--- src/rtl/nt_dopamine_motivation.sv ---
// Dopamine-driven motivation controller: debounces the dopamine level, then runs
// an IDLE/SEEK/ENGAGED/SATED handshake with a consumer that performs the action.
module nt_dopamine_motivation #(
  parameter int HOLD_CYCLES  = 8,
  parameter int ENGAGE_MAX   = 32,
  parameter int SATED_CYCLES = 16
) (
  input  logic       clk,
  input  logic       rst,
  input  logic [1:0] dopamine_level,
  input  logic       action_ack,
  input  logic       action_done,
  output logic       action_req,
  output logic       reward_pulse,
  output logic [1:0] motivation,
  output logic [1:0] state
);

  localparam int CNT_W  = (HOLD_CYCLES > 1) ? $clog2(HOLD_CYCLES) : 1;
  localparam int T_MAX  = ((ENGAGE_MAX > SATED_CYCLES) ? ENGAGE_MAX : SATED_CYCLES) - 1;
  localparam int TIM_W  = (T_MAX > 0) ? $clog2(T_MAX + 1) : 1;

  localparam logic [CNT_W-1:0] CNT_LAST = CNT_W'(HOLD_CYCLES - 1);
  localparam logic [TIM_W-1:0] ENG_LAST = TIM_W'(ENGAGE_MAX - 1);
  localparam logic [TIM_W-1:0] SAT_LAST = TIM_W'(SATED_CYCLES - 1);
  localparam logic [TIM_W-1:0] TIM_TOP  = TIM_W'(T_MAX);

  typedef enum logic [1:0] {
    IDLE    = 2'd0,
    SEEK    = 2'd1,
    ENGAGED = 2'd2,
    SATED   = 2'd3
  } state_t;

  state_t           cur_state, next_state;
  logic [1:0]       cand, filt;
  logic [CNT_W-1:0] cnt;
  logic [TIM_W-1:0] timer, timer_next, timer_inc;
  logic             reward_next;

  // A new level is only accepted after it has been seen unchanged for HOLD_CYCLES edges.
  always_ff @(posedge clk) begin
    if (rst) begin
      cand <= 2'd0;
      cnt  <= '0;
      filt <= 2'd0;
    end else if (dopamine_level != cand) begin
      cand <= dopamine_level;
      cnt  <= '0;
    end else if (cnt != CNT_LAST) begin
      cnt <= cnt + 1'b1;
    end else begin
      filt <= cand;
    end
  end

  assign timer_inc = (timer == TIM_TOP) ? timer : timer + 1'b1;

  always_comb begin
    next_state  = cur_state;
    timer_next  = timer;
    reward_next = 1'b0;
    case (cur_state)
      IDLE: begin
        timer_next = '0;
        if (filt >= 2'd2) next_state = SEEK;
      end
      SEEK: begin
        timer_next = '0;
        if (action_ack)         next_state = ENGAGED;
        else if (filt <= 2'd1)  next_state = IDLE;
      end
      ENGAGED: begin
        timer_next = timer_inc;
        // Only a real completion earns a reward, even if it lands on the timeout cycle.
        if (action_done || (timer == ENG_LAST)) begin
          next_state  = SATED;
          timer_next  = '0;
          reward_next = action_done;
        end
      end
      SATED: begin
        timer_next = timer_inc;
        if (timer == SAT_LAST) begin
          next_state = IDLE;
          timer_next = '0;
        end
      end
      default: begin
        next_state = IDLE;
        timer_next = '0;
      end
    endcase
  end

  always_ff @(posedge clk) begin
    if (rst) begin
      cur_state    <= IDLE;
      timer        <= '0;
      reward_pulse <= 1'b0;
      action_req   <= 1'b0;
    end else begin
      cur_state    <= next_state;
      timer        <= timer_next;
      reward_pulse <= reward_next;
      action_req   <= (next_state == SEEK);
    end
  end

  assign motivation = filt;
  assign state      = cur_state;

endmodule

--- config.mk ---
export PLATFORM = sky130hd
export DESIGN_NAME = nt_dopamine_motivation
export DESIGN_NICKNAME = d
export VERILOG_FILES = /design/src/rtl/nt_dopamine_motivation.sv
export SDC_FILE = /design/constraint.sdc
export NUM_CORES = 1
export LEC_CHECK = 0
export CAP_MARGIN = 20
export CORE_MARGIN = 1
export CORE_UTILIZATION = 50
export CTS_CLUSTER_DIAMETER = 30
export DETAILED_ROUTE_END_ITERATION = 10
export HOLD_SLACK_MARGIN = 0.06
export PLACE_DENSITY = 0.72
export SETUP_SLACK_MARGIN = 0.05
export SLEW_MARGIN = 20
export SYNTH_ARGS = -nofsm -noshare
export SYNTH_HDL_FRONTEND = slang
export SYNTH_SLANG_ARGS = --single-unit
--- constraint.sdc ---
create_clock -name clk -period 2.1 [get_ports clk]
set_clock_uncertainty 0.05 [all_clocks]
set_input_delay 0.21 -clock clk [delete_from_list [all_inputs] [get_ports clk]]
set_output_delay 0.21 -clock clk [all_outputs]
set_load 0.02 [all_outputs]
# [Word level (Yosys, flattened, before mapping)]
# Cells that the tools add are included.
[word_totals] regBits=16 latch_bits=0 ramBits=0 rom_bits=0 out_inout_bits=6 elab_cells=39 n_memories=0
[op_classes] n_addsub=2 n_mul=0 div_mod_pow=0 order_cmp=2 eq_ne=8 shifts=0 muxes=10 bitwise=4 n_reduce_logical=6
[op_table] op="$mux W5" count=3
[op_table] op="$pmux W5 S3" count=1
[op_table] op="$mux W2" count=5
[op_table] op="$pmux W2 S4" count=1
[op_table] op="$add A5 B1 Y5 const B" count=1
[op_table] op="$eq A5 B4 Y1 const B" count=1
[op_table] op="$eq A5 B5 Y1 const B" count=1
[op_table] op="$eq A2 B1 Y1 const B" count=2
[op_table] op="$eq A2 B2 Y1 const B" count=2
[op_table] op="$not A1 Y1" count=4
[op_table] op="$reduce_or A2 Y1" count=2
[op_table] op="$add A3 B1 Y3 const B" count=1
[op_table] op="$ne A3 B3 Y1 const B" count=1
[op_table] op="$reduce_or A3 Y1" count=1
[op_table] op="$ge A2 B2 Y1 const B" count=1
[op_table] op="$le A2 B1 Y1 const B" count=1
[op_table] op="$logic_not A2 Y1" count=1
[op_table] op="$ne A2 B2 Y1" count=1
[op_table] op="$reduce_and A2 Y1" count=1
[op_table] op="$logic_or A1 B1 Y1" count=1

# [Logic depth before layout (Yosys ltp)]
# Gate-level depths: netlist of the first run.
[depth] depth_word=5 mapped_depth=6 ltp_nobuf=5

# [Worst setup path after synthesis of the first run]
# No wires, ideal clock.
[synth_timing] path_type="register -> register" start="register cnt[0]" end="register filt[0], in the netlist motivation[0]" setup_time_ns=0.137 arrival_ns=1.215 path_slack_ns=0.698 stages_incl_launch_ff=7 path_buffers=1 period_less_slack_ns=1.402 cell_sequence="dfxtp_1 -> ha_1 -> ha_1 -> buf_2 -> inv_1 -> o311ai_0 -> o211ai_1"
[synth_via] elab_chain_len=3
[synth_rtl] element="start, declared" line="37" text="logic [CNT_W-1:0] cnt;"
[synth_rtl] element="start signal, assigned" line="51" text="cnt <= cnt + 1'b1;"
[synth_rtl] element="$ne A3 B3 Y1" line="50" text="end else if (cnt != CNT_LAST) begin"
[synth_rtl] element="$not A1 Y1 (no line)"
[synth_rtl] element="$reduce_and A2 Y1 (no line)"
[synth_rtl] element="end signal, assigned" line="53" text="filt <= cand;"
[synth_rtl] element="end, declared" line="36" text="logic [1:0] cand, filt;"
# No other way between the ends.
# A chain may end at the register's enable or synchronous reset.

# [Worst setup path after layout of the first run]
[layout_timing] start="register cur_state[0], in the netlist state[0]" end="output port state[0]"
[layout_lines] element="start, declared" line="35" text="state_t cur_state, next_state;"
[layout_lines] element="start signal, assigned" line="103" text="cur_state <= next_state;"
[layout_lines] element="end, declared" line="16" text="output logic [1:0] state"
# No word-level cell between the ends.

==> flow_summary.json, run 1 <==
{
  "hold_viol_final": 0,
  "grt_pass1_vias": 455,
  "p_switching_mw": 0.1107,
  "ys_ff_latch": 16,
  "clockPowerShare": 0.324,
  "status": "completed",
  "p_int_mw": 0.3880,
  "grt_max_degree": 14,
  "dp_hpwl_um": 976.9,
  "p_leak_nw": 0.3132,
  "via_per_inst": 5.743,
  "cts_root_buffer": "clkbuf_4",
  "place.gp.congestion": 0.6459,
  "antenna_found_initial": 0,
  "drc_errors": 0,
  "die_h_um": 40.43,
  "syn_area_per_cell_um2": 9.228,
  "ir_drop_uv": 478.1,
  "reg2reg_to": "motivation[1]$_SDFFE_PP0P_",
  "yosys.area_share.adder": 0.05085,
  "clk_path_buf_depth": 2,
  "r2r_cells": 5,
  "syn-num-nets": 89,
  "setup_tns_ns": 0,
  "crit_fanout": 13,
  "io_buffers": 11,
  "cts_resized": 0,
  "pin_count": 12,
  "layout_setup_ws_ns": 0.3081,
  "vias": 603,
  "tightest_slew_ns": 0.4550,
  "cp_num_buf_inv": 1,
  "yosysTopAreaCellShare": 0.4339,
  "holdPathStages": 2,
  "maxCapViolCount": 0,
  "wl_per_cell_um": 12.50,
  "diodes": 0,
  "min_path_type": "reg2reg",
  "clkTransAtPathRegs_ns": 0.09,
  "drt-total-wl_um": 1312,
  "post-cts-setup-buffers": 0,
  "cts_sinks": 16,
  "preCtsSetupSlack_ns": 0.5399,
  "end_kind": "primary output",
  "die_w_um": 40.43,
  "worstHoldEndpoint": "action_req$_SDFF_PP0_",
  "synthMuxAreaShare": 0.02712,
  "tritoncts": "done",
  "core_um2": 1334,
  "critPathRequiredTime_ns": 1.84,
  "synthXorXnorAreaFrac": 0.05932,
  "max_freq_mhz": 558.1,
  "areaGrowthSynthToFinish_pct": 17.46,
  "pwr_density_cell_nw_per_um2": 575.2,
  "overflow": 0,
  "crit_chain": "clkdlybuf4s50_1",
  "synth_area_leaders": "dfxtp_1, nand3_1, ha_1",
  "detail_route.first_pass.iterations": 4,
  "nets": 101,
  "cts_buffers": 3,
  "path_depth": 1,
  "drive_above_1_share": 0.03333,
  "slew_headroom": 0.6888,
  "synth_compound_area_frac": 0.1542,
  "worstSetupPathType": "reg2out",
  "synth_area_um2": 738.2,
  "synth_top_family_by_area": "simple AND/OR/NAND/NOR gates",
  "track_usage": 0.1771,
  "slowest_delay_ns": 0.68,
  "hold_buffers": 0,
  "cp-start-kind": "register",
  "start_util": 0.5535,
  "drv_slew": 0,
  "synth-simple-area-share": 0.2237,
  "synth-seq-area-share": 0.4339,
  "ys_warn_count": 0,
  "htree_levels": 1,
  "grt_pass1_wl_um": 1904,
  "setup_violations": 0,
  "path_delay_family": "buffers and inverters",
  "p_sw_frac": 0.2221,
  "ys_types": 29,
  "min_period_ns": 1.792,
  "netlist_instances": 80,
  "power_frac_seq": 0.621,
  "antenna_left": 0,
  "synth_top_area_cell": "dfxtp_1",
  "clock_latency_ns": 0.28,
  "comb_power_share": 0.055,
  "rsz0062_at_grt": "no",
  "min-delay-start": "motivation[1]$_SDFFE_PP0P_",
  "r2r-start": "cnt[0]$_SDFFE_PP0N_",
  "first_iter_violations": 5,
  "num_rows": 13,
  "fin_crit_sh": 0.8533,
  "cpMaxStageDelayCell": "clkdlybuf4s50_1",
  "critPathArrivalTime_ns": 1.53,
  "reg2reg_slack_ns": 0.55,
  "dieArea_um2": 1634
}
==> through the flow <==
step,cells,hold WS (ns),cell area (µm²),total power [mW],utilization
2_1_floorplan,80,0.2387,738.2,0.3288,-
3_3_place_gp,102,0.4276,844.6,0.3436,0.6332
3_5_place_dp,102,0.4327,844.6,0.3441,0.6332
4_1_cts,105,0.4526,867.1,0.5012,0.6501
5_1_grt,105,0.4955,867.1,0.5141,0.6501
6_report,105,0.4399,867.1,0.4987,0.6501
==> cells in the final DEF (no fill, tap or decap), types with 2 or more instances in the layout <==
master / count
and2b_1: 2
ha_1: 3
a211oi_1: 2
xnor2_1: 2
clkdlybuf4s50_1: 11
clkbuf_4: 3
inv_1: 4
nor2_1: 4
o211ai_1: 3
a21oi_1: 6
xor2_1: 3
dfxtp_1: 16
nand2b_1: 3
nand2_1: 2
nand3_1: 8
o311ai_0: 2
nand4_1: 3
mux2i_1: 2
==> routing by layer <==
metal | part of all wire | track usage | up-vias | wire length [µm]
met4 | 0.017 | 0.07500 | 0 | 22
met5 | 0 | 0 | - | 0
met3 | 0.043 | 0.03333 | 2 | 57
li1 | - | - | 312 | -
met2 | 0.42 | 0.2421 | 15 | 545
met1 | 0.52 | 0.2642 | 274 | 687
==> synth_stat cells <==
| cell | instances |
|---|---|
| xnor2_1 | 2 |
| xor2_1 | 3 |
| o211ai_1 | 3 |
| or3_1 | 1 |
| nor3_1 | 1 |
| inv_1 | 4 |
| ha_1 | 3 |
| o311ai_0 | 2 |
| a21oi_1 | 6 |
| nand3_1 | 8 |
| and4b_1 | 1 |
| a211oi_1 | 2 |
| nand4_1 | 3 |
| mux2i_1 | 2 |
| and3_1 | 1 |
| nand2b_1 | 3 |
| dfxtp_1 | 16 |
| nand2_1 | 2 |
| buf_4 | 1 |
| o21ai_0 | 1 |
| nor2b_1 | 1 |
| a31oi_1 | 1 |
| or3b_1 | 1 |
| a2111oi_0 | 1 |
| nor2_1 | 4 |
| and2b_1 | 2 |
| or4_1 | 1 |
| buf_2 | 3 |
| o2111ai_1 | 1 |
==> flip-flops by register name (all words and copies together) (netlist names) <==
name,cells
timer,5
cnt,3
cand,2
motivation,2
state,2
action_req,1
reward_pulse,1
==> worst max path at each step <==
stage	from	endpoint	slack, ns
final	state[0]$_SDFF_PP0_	state[0]	0.31
after global routing	state[0]$_SDFF_PP0_	state[0]	0.25
after CTS	state[0]$_SDFF_PP0_	state[0]	0.33
after detailed placement	cnt[0]$_SDFFE_PP0N_	motivation[1]$_SDFFE_PP0P_	0.54
after global placement	rst	state[0]$_SDFF_PP0_	0.55
after floorplan	cnt[0]$_SDFFE_PP0N_	motivation[0]$_SDFFE_PP0P_	0.70
==> area by class of cell <==
cell class	instances	area [µm²]
Clock buffer	3	22.52
Timing Repair Buffer	11	110.1
Tap cell	15	18.77
Sequential cell	16	320.3
Inverter	4	15.01
Multi-Input combinational cell	56	380.4
Fill cell	126	466.7
==> power by group through the flow <==
stage | Clock [mW] | Sequential [mW] | Combinational (mW)
2_1_floorplan | 0 | 0.316 | 0.0124
3_3_place_gp | 0 | 0.317 | 0.0270
3_5_place_dp | 0 | 0.317 | 0.0274
4_1_cts | 0.164 | 0.310 | 0.0278
5_1_grt | 0.173 | 0.310 | 0.0310
6_report | 0.162 | 0.310 | 0.0276
==> cells by family after synthesis <==
group | Yosys count
buffers and inverters | 8
muxes | 2
and+or+nand+nor | 29
adders and majority gates | 3
xor gates and xnor gates | 5
DFF | 16
AOI/OAI and AO/OA | 17
No activity file was read; power rests on OpenSTA's default activity.
==> run 2, diff against run 1 <==
--- a/config.mk
+++ b/config.mk
@@ -9,11 +9,12 @@
 export CORE_MARGIN = 1
 export CORE_UTILIZATION = 50
 export CTS_CLUSTER_DIAMETER = 30
+export CTS_CLUSTER_SIZE = 30
 export DETAILED_ROUTE_END_ITERATION = 10
 export HOLD_SLACK_MARGIN = 0.06
 export PLACE_DENSITY = 0.72
 export SETUP_SLACK_MARGIN = 0.05
-export SLEW_MARGIN = 20
+export SLEW_MARGIN = 10
 export SYNTH_ARGS = -nofsm -noshare
 export SYNTH_HDL_FRONTEND = slang
 export SYNTH_SLANG_ARGS = --single-unit
==> constraint.sdc (replaced) <==
create_clock -name clk -period 2.1 [get_ports clk]
set_clock_uncertainty 0.05 [all_clocks]
set_input_delay 0.21 -clock clk [delete_from_list [all_inputs] [get_ports clk]]
set_output_delay 0.21 -clock clk [all_outputs]
set_load 0.05 [all_outputs]
==> flow_summary.json, run 2 (synthesis gave the netlist of run 1 again) <==
{
  "status": "completed",
  "core_um2": 1334,
  "maxCapViolCount": 0,
  "layout_commonest_cell": "dfxtp_1",
  "largest_reg_flops": 5,
  "track_usage": 0.1728,
  "end_kind": "primary output",
  "dp_hpwl_um": 894.2,
  "tritoncts": "done",
  "areaGrowthSynthToFinish_pct": 17.80,
  "drc_errors": 0,
  "final_cell_mix": "dfxtp_1, clkdlybuf4s50_1, nand3_1",
  "top_register": "timer",
  "die_w_um": 40.43,
  "slew_headroom": 0.6616,
  "slowest_delay_ns": 0.82,
  "hold_buffers": 0,
  "wl_per_cell_um": 12.10,
  "cts_root_buffer": "clkbuf_4",
  "vias": 592,
  "antenna_left": 0,
  "path_delay_family": "buffers and inverters",
  "clk_path_buf_depth": 2,
  "p_leak_nw": 0.3319,
  "antenna_found_initial": 0,
  "crit_fanout": 6,
  "io_buffers": 11,
  "drv_slew": 0,
  "diodes": 0,
  "num_rows": 13,
  "cp_num_buf_inv": 1,
  "cts_sinks": 16,
  "start_util": 0.5535,
  "setup_tns_ns": 0,
  "cpMaxStageDelayCell": "clkdlybuf4s50_1",
  "pin_count": 12,
  "htree_levels": 1,
  "max_freq_mhz": 568.3,
  "clkTransAtPathRegs_ns": 0.10,
  "critPathRequiredTime_ns": 1.84,
  "dieArea_um2": 1634,
  "grt_pass1_vias": 441,
  "pwr_density_cell_nw_per_um2": 574.1,
  "ir_drop_uv": 478.6,
  "detail_route.first_pass.iterations": 4,
  "reg2reg_slack_ns": 0.58,
  "grt_pass1_wl_um": 1863,
  "first_iter_violations": 16,
  "min_path_type": "reg2reg",
  "grt_max_degree": 14,
  "overflow": 0,
  "cts_buffers": 3,
  "drt-total-wl_um": 1271,
  "worstSetupPathType": "reg2out",
  "die_h_um": 40.43,
  "largest_registers": "timer (5), cnt (3)",
  "clock_latency_ns": 0.28,
  "cp-start-kind": "register",
  "nets": 101,
  "hold_viol_final": 0,
  "place.gp.congestion": 0.7005,
  "fin_crit_sh": 0.8380,
  "crit_chain": "clkdlybuf4s50_1",
  "hold_ws_ns": 0.4598,
  "drive_above_1_share": 0.03333,
  "via_per_inst": 5.638,
  "min_period_ns": 1.760,
  "rsz0062_at_grt": "no",
  "critPathArrivalTime_ns": 1.50,
  "tightest_slew_ns": 0.4948,
  "setup_violations": 0
}
-- run 2: what timing repair did --
action,in CTS,in global routing
buffers inserted,0,0
resized for setup,0,1
endpoints found under the setup margin,0,1
-- run 2: layout make-up --
| class | instances | area [µm²] |
|---|---|---|
| Tap cell | 15 | 18.77 |
| Multi-Input combinational cell | 56 | 380.4 |
| Fill cell | 114 | 464.2 |
| Sequential cell | 16 | 320.3 |
| Timing Repair Buffer | 11 | 112.6 |
| Clock buffer | 3 | 22.52 |
| Inverter | 4 | 15.01 |
-- run 2: report_power, final --
part | internal (mW) | switching, mW
registers | 0.307 | 0.00259
clock network | 0.0664 | 0.0957
logic | 0.0145 | 0.0131
total | 0.388 | 0.111
-- run 2: final timing paths --
path	from	to	cells past startpoint
max	state[1]$_SDFF_PP0_	state[1]	1
min	motivation[1]$_SDFFE_PP0P_	action_req$_SDFF_PP0_	2
max reg2reg	cnt[0]$_SDFFE_PP0N_	motivation[0]$_SDFFE_PP0P_	5
min reg2reg	motivation[1]$_SDFFE_PP0P_	action_req$_SDFF_PP0_	2
-- run 2: stage by stage --
step / setup slack [ns] / power, mW / std cells / area, µm² / utilization
after floorplan: 0.6513 / 0.3288 / 80 / 738.2 / -
after global placement: 0.4540 / 0.3436 / 102 / 844.6 / 0.6332
after detailed placement: 0.4504 / 0.3439 / 102 / 844.6 / 0.6332
after CTS: 0.1407 / 0.4976 / 105 / 867.1 / 0.6501
after global routing: 0.2571 / 0.5145 / 105 / 869.6 / 0.6520
final: 0.3403 / 0.4992 / 105 / 869.6 / 0.6520
-- run 2: routing by layer --
layer  up-vias  part of all wire  GRT usage
met3         2             0.042    0.03333
met1       263              0.55     0.2383
met4         0            0.0094     0.1000
met2        13              0.40     0.2460
li1        314                 -          -
met5         -                 0          0
-- run 2: worst reg2reg max path, stage by stage, from the launching register on --
cell      delay, ns
dfxtp_1        0.36
ha_1           0.15
ha_1           0.29
inv_1          0.09
o311ai_0       0.33
o211ai_1       0.13
==> run 3, diff against run 2 <==
==> constraint.sdc (replaced) <==
create_clock -name clk -period 1.7 [get_ports clk]
set_clock_uncertainty 0.05 [all_clocks]
set_input_delay 0.17 -clock clk [delete_from_list [all_inputs] [get_ports clk]]
set_output_delay 0.17 -clock clk [all_outputs]
set_load 0.05 [all_outputs]
==> flow_summary.json, run 3 (synthesis gave the netlist of run 1 again) <==
{
  "io_buffers": 11,
  "place.gp.congestion": 0.6477,
  "antenna_found_initial": 0,
  "slowest_delay_ns": 0.41,
  "crit_chain": "ha_1 > nand3_1 > or4_1 > a21oi_1",
  "power_mw": 0.6662,
  "clkTransAtPathRegs_ns": 0.09,
  "status": "completed",
  "setup_violations": 0,
  "tritoncts": "done",
  "drc_errors": 0,
  "clock_latency_ns": 0.29,
  "ir_drop_uv": 543.2,
  "fin_cells": 107,
  "diodes": 0,
  "clockPowerShare": 0.375,
  "drive_above_1_share": 0.08696,
  "min_path_type": "reg2reg",
  "grt_pass1_vias": 533,
  "tightest_slew_ns": 0.4891,
  "top_register": "timer",
  "final_util": 0.6632,
  "first_iter_violations": 10,
  "track_usage": 0.2069,
  "rsz0062_at_grt": "no",
  "preCtsSetupSlack_ns": 0.1791,
  "grt_pass1_wl_um": 2201,
  "overflow": 0,
  "detail_route.first_pass.iterations": 2,
  "cp_num_buf_inv": 0,
  "critPathArrivalTime_ns": 1.65,
  "p_sw_frac": 0.2082,
  "vias": 606,
  "pin_count": 12,
  "max_freq_mhz": 677.5,
  "dp_hpwl_um": 976.5,
  "power_frac_seq": 0.574,
  "slew_headroom": 0.6655,
  "cts_root_buffer": "clkbuf_4",
  "layout_setup_ws_ns": 0.2240,
  "htree_levels": 1,
  "cts_sinks": 16,
  "cts_buffers": 3,
  "largest_reg_flops": 5,
  "placed_cells": 103,
  "drt-total-wl_um": 1324,
  "die_h_um": 40.43,
  "pwr_density_cell_nw_per_um2": 753.1,
  "drv_slew": 0,
  "crit_fanout": 7,
  "start_util": 0.5535,
  "nets": 102,
  "comb_power_share": 0.051,
  "p_leak_nw": 0.3744,
  "dieArea_um2": 1634,
  "num_rows": 13,
  "fin_crit_sh": 0.8683,
  "p_int_mw": 0.5275,
  "min_period_ns": 1.476,
  "setup_tns_ns": 0,
  "die_w_um": 40.43,
  "final_cell_mix": "dfxtp_1, nand3_1, a21oi_1",
  "grt_max_degree": 14,
  "cpMaxStageDelayCell": "or4_1",
  "worstSetupPathType": "reg2reg",
  "wl_per_cell_um": 12.37,
  "antenna_left": 0,
  "via_per_inst": 5.664,
  "critPathRequiredTime_ns": 1.87,
  "cp-start-kind": "register",
  "core_um2": 1334,
  "end_kind": "register",
  "largest_registers": "timer (5), cnt (3)",
  "clk_path_buf_depth": 2,
  "hold_viol_final": 0,
  "areaGrowthSynthToFinish_pct": 19.83,
  "maxCapViolCount": 0,
  "layout_commonest_cell": "dfxtp_1",
  "p_switching_mw": 0.1387,
  "path_delay_family": "simple AND/OR/NAND/NOR gates"
}
[run 3: cell count changes in the layout (fill, tap and decap cells not counted)]
cell             change
clkdlybuf4s50_1      -5
clkbuf_8             +1
buf_4                +4
dlymetal6s2s_1       +1
dlygate4sd2_1        +1
[run 3: worst register-to-register path, stage by stage, from the launching register on]
cell	delay [ns]
dfxtp_1	0.38
ha_1	0.30
nand3_1	0.15
or4_1	0.41
a21oi_1	0.13
[run 3: metal layers]
layer  GRT usage  vias up  share of wire
li1            -      321              -
met1      0.2742      271           0.50
met2      0.2976       12           0.42
met3     0.08333        2          0.065
met4     0.07500        0          0.011
met5           0        -              0
[run 3: final timing paths]
check	startpoint	to	slack, ns	cells after the start
setup / recovery	timer[0]$_SDFF_PP0_	timer[4]$_SDFF_PP0_	0.22	4
hold / removal	motivation[1]$_SDFFE_PP0P_	action_req$_SDFF_PP0_	0.45	2
setup reg to reg	timer[0]$_SDFF_PP0_	timer[4]$_SDFF_PP0_	0.22	4
hold reg to reg	motivation[1]$_SDFFE_PP0P_	action_req$_SDFF_PP0_	0.45	2
[run 3: area by class of cell]
class	count	area [µm²]
Fill cell	118	449.2
Multi-Input combinational cell	56	380.4
Sequential cell	16	320.3
Timing Repair Buffer	12	113.9
Clock buffer	4	36.28
Tap cell	15	18.77
Inverter	4	15.01
[run 3: timing repair]
| item | in CTS | in global routing |
|---|---|---|
| buffers inserted | 0 | 0 |
| gates resized for setup | 1 | 2 |
| setup endpoints to repair | 1 | 2 |
| hold buffers | 0 | 0 |
[run 3: through the flow]
| step | hold WS, ns | instance area, µm² |
|---|---|---|
| 2_1_floorplan | 0.1987 | 738.2 |
| 6_report | 0.4538 | 884.6 |
| 4_1_cts | 0.4625 | 879.6 |
| 3_3_place_gp | 0.4284 | 844.6 |
| 3_5_place_dp | 0.4481 | 844.6 |
| 5_1_grt | 0.4860 | 884.6 |
[run 3: power groups by stage]
| stage | registers [mW] | clock network [mW] | logic, mW |
|---|---|---|---|
| 2_1_floorplan | 0.391 | 0 | 0.0154 |
| 3_3_place_gp | 0.391 | 0 | 0.0332 |
| 5_1_grt | 0.383 | 0.277 | 0.0379 |
| 4_1_cts | 0.383 | 0.259 | 0.0337 |
| 3_5_place_dp | 0.391 | 0 | 0.0334 |
| 6_report | 0.382 | 0.250 | 0.0337 |
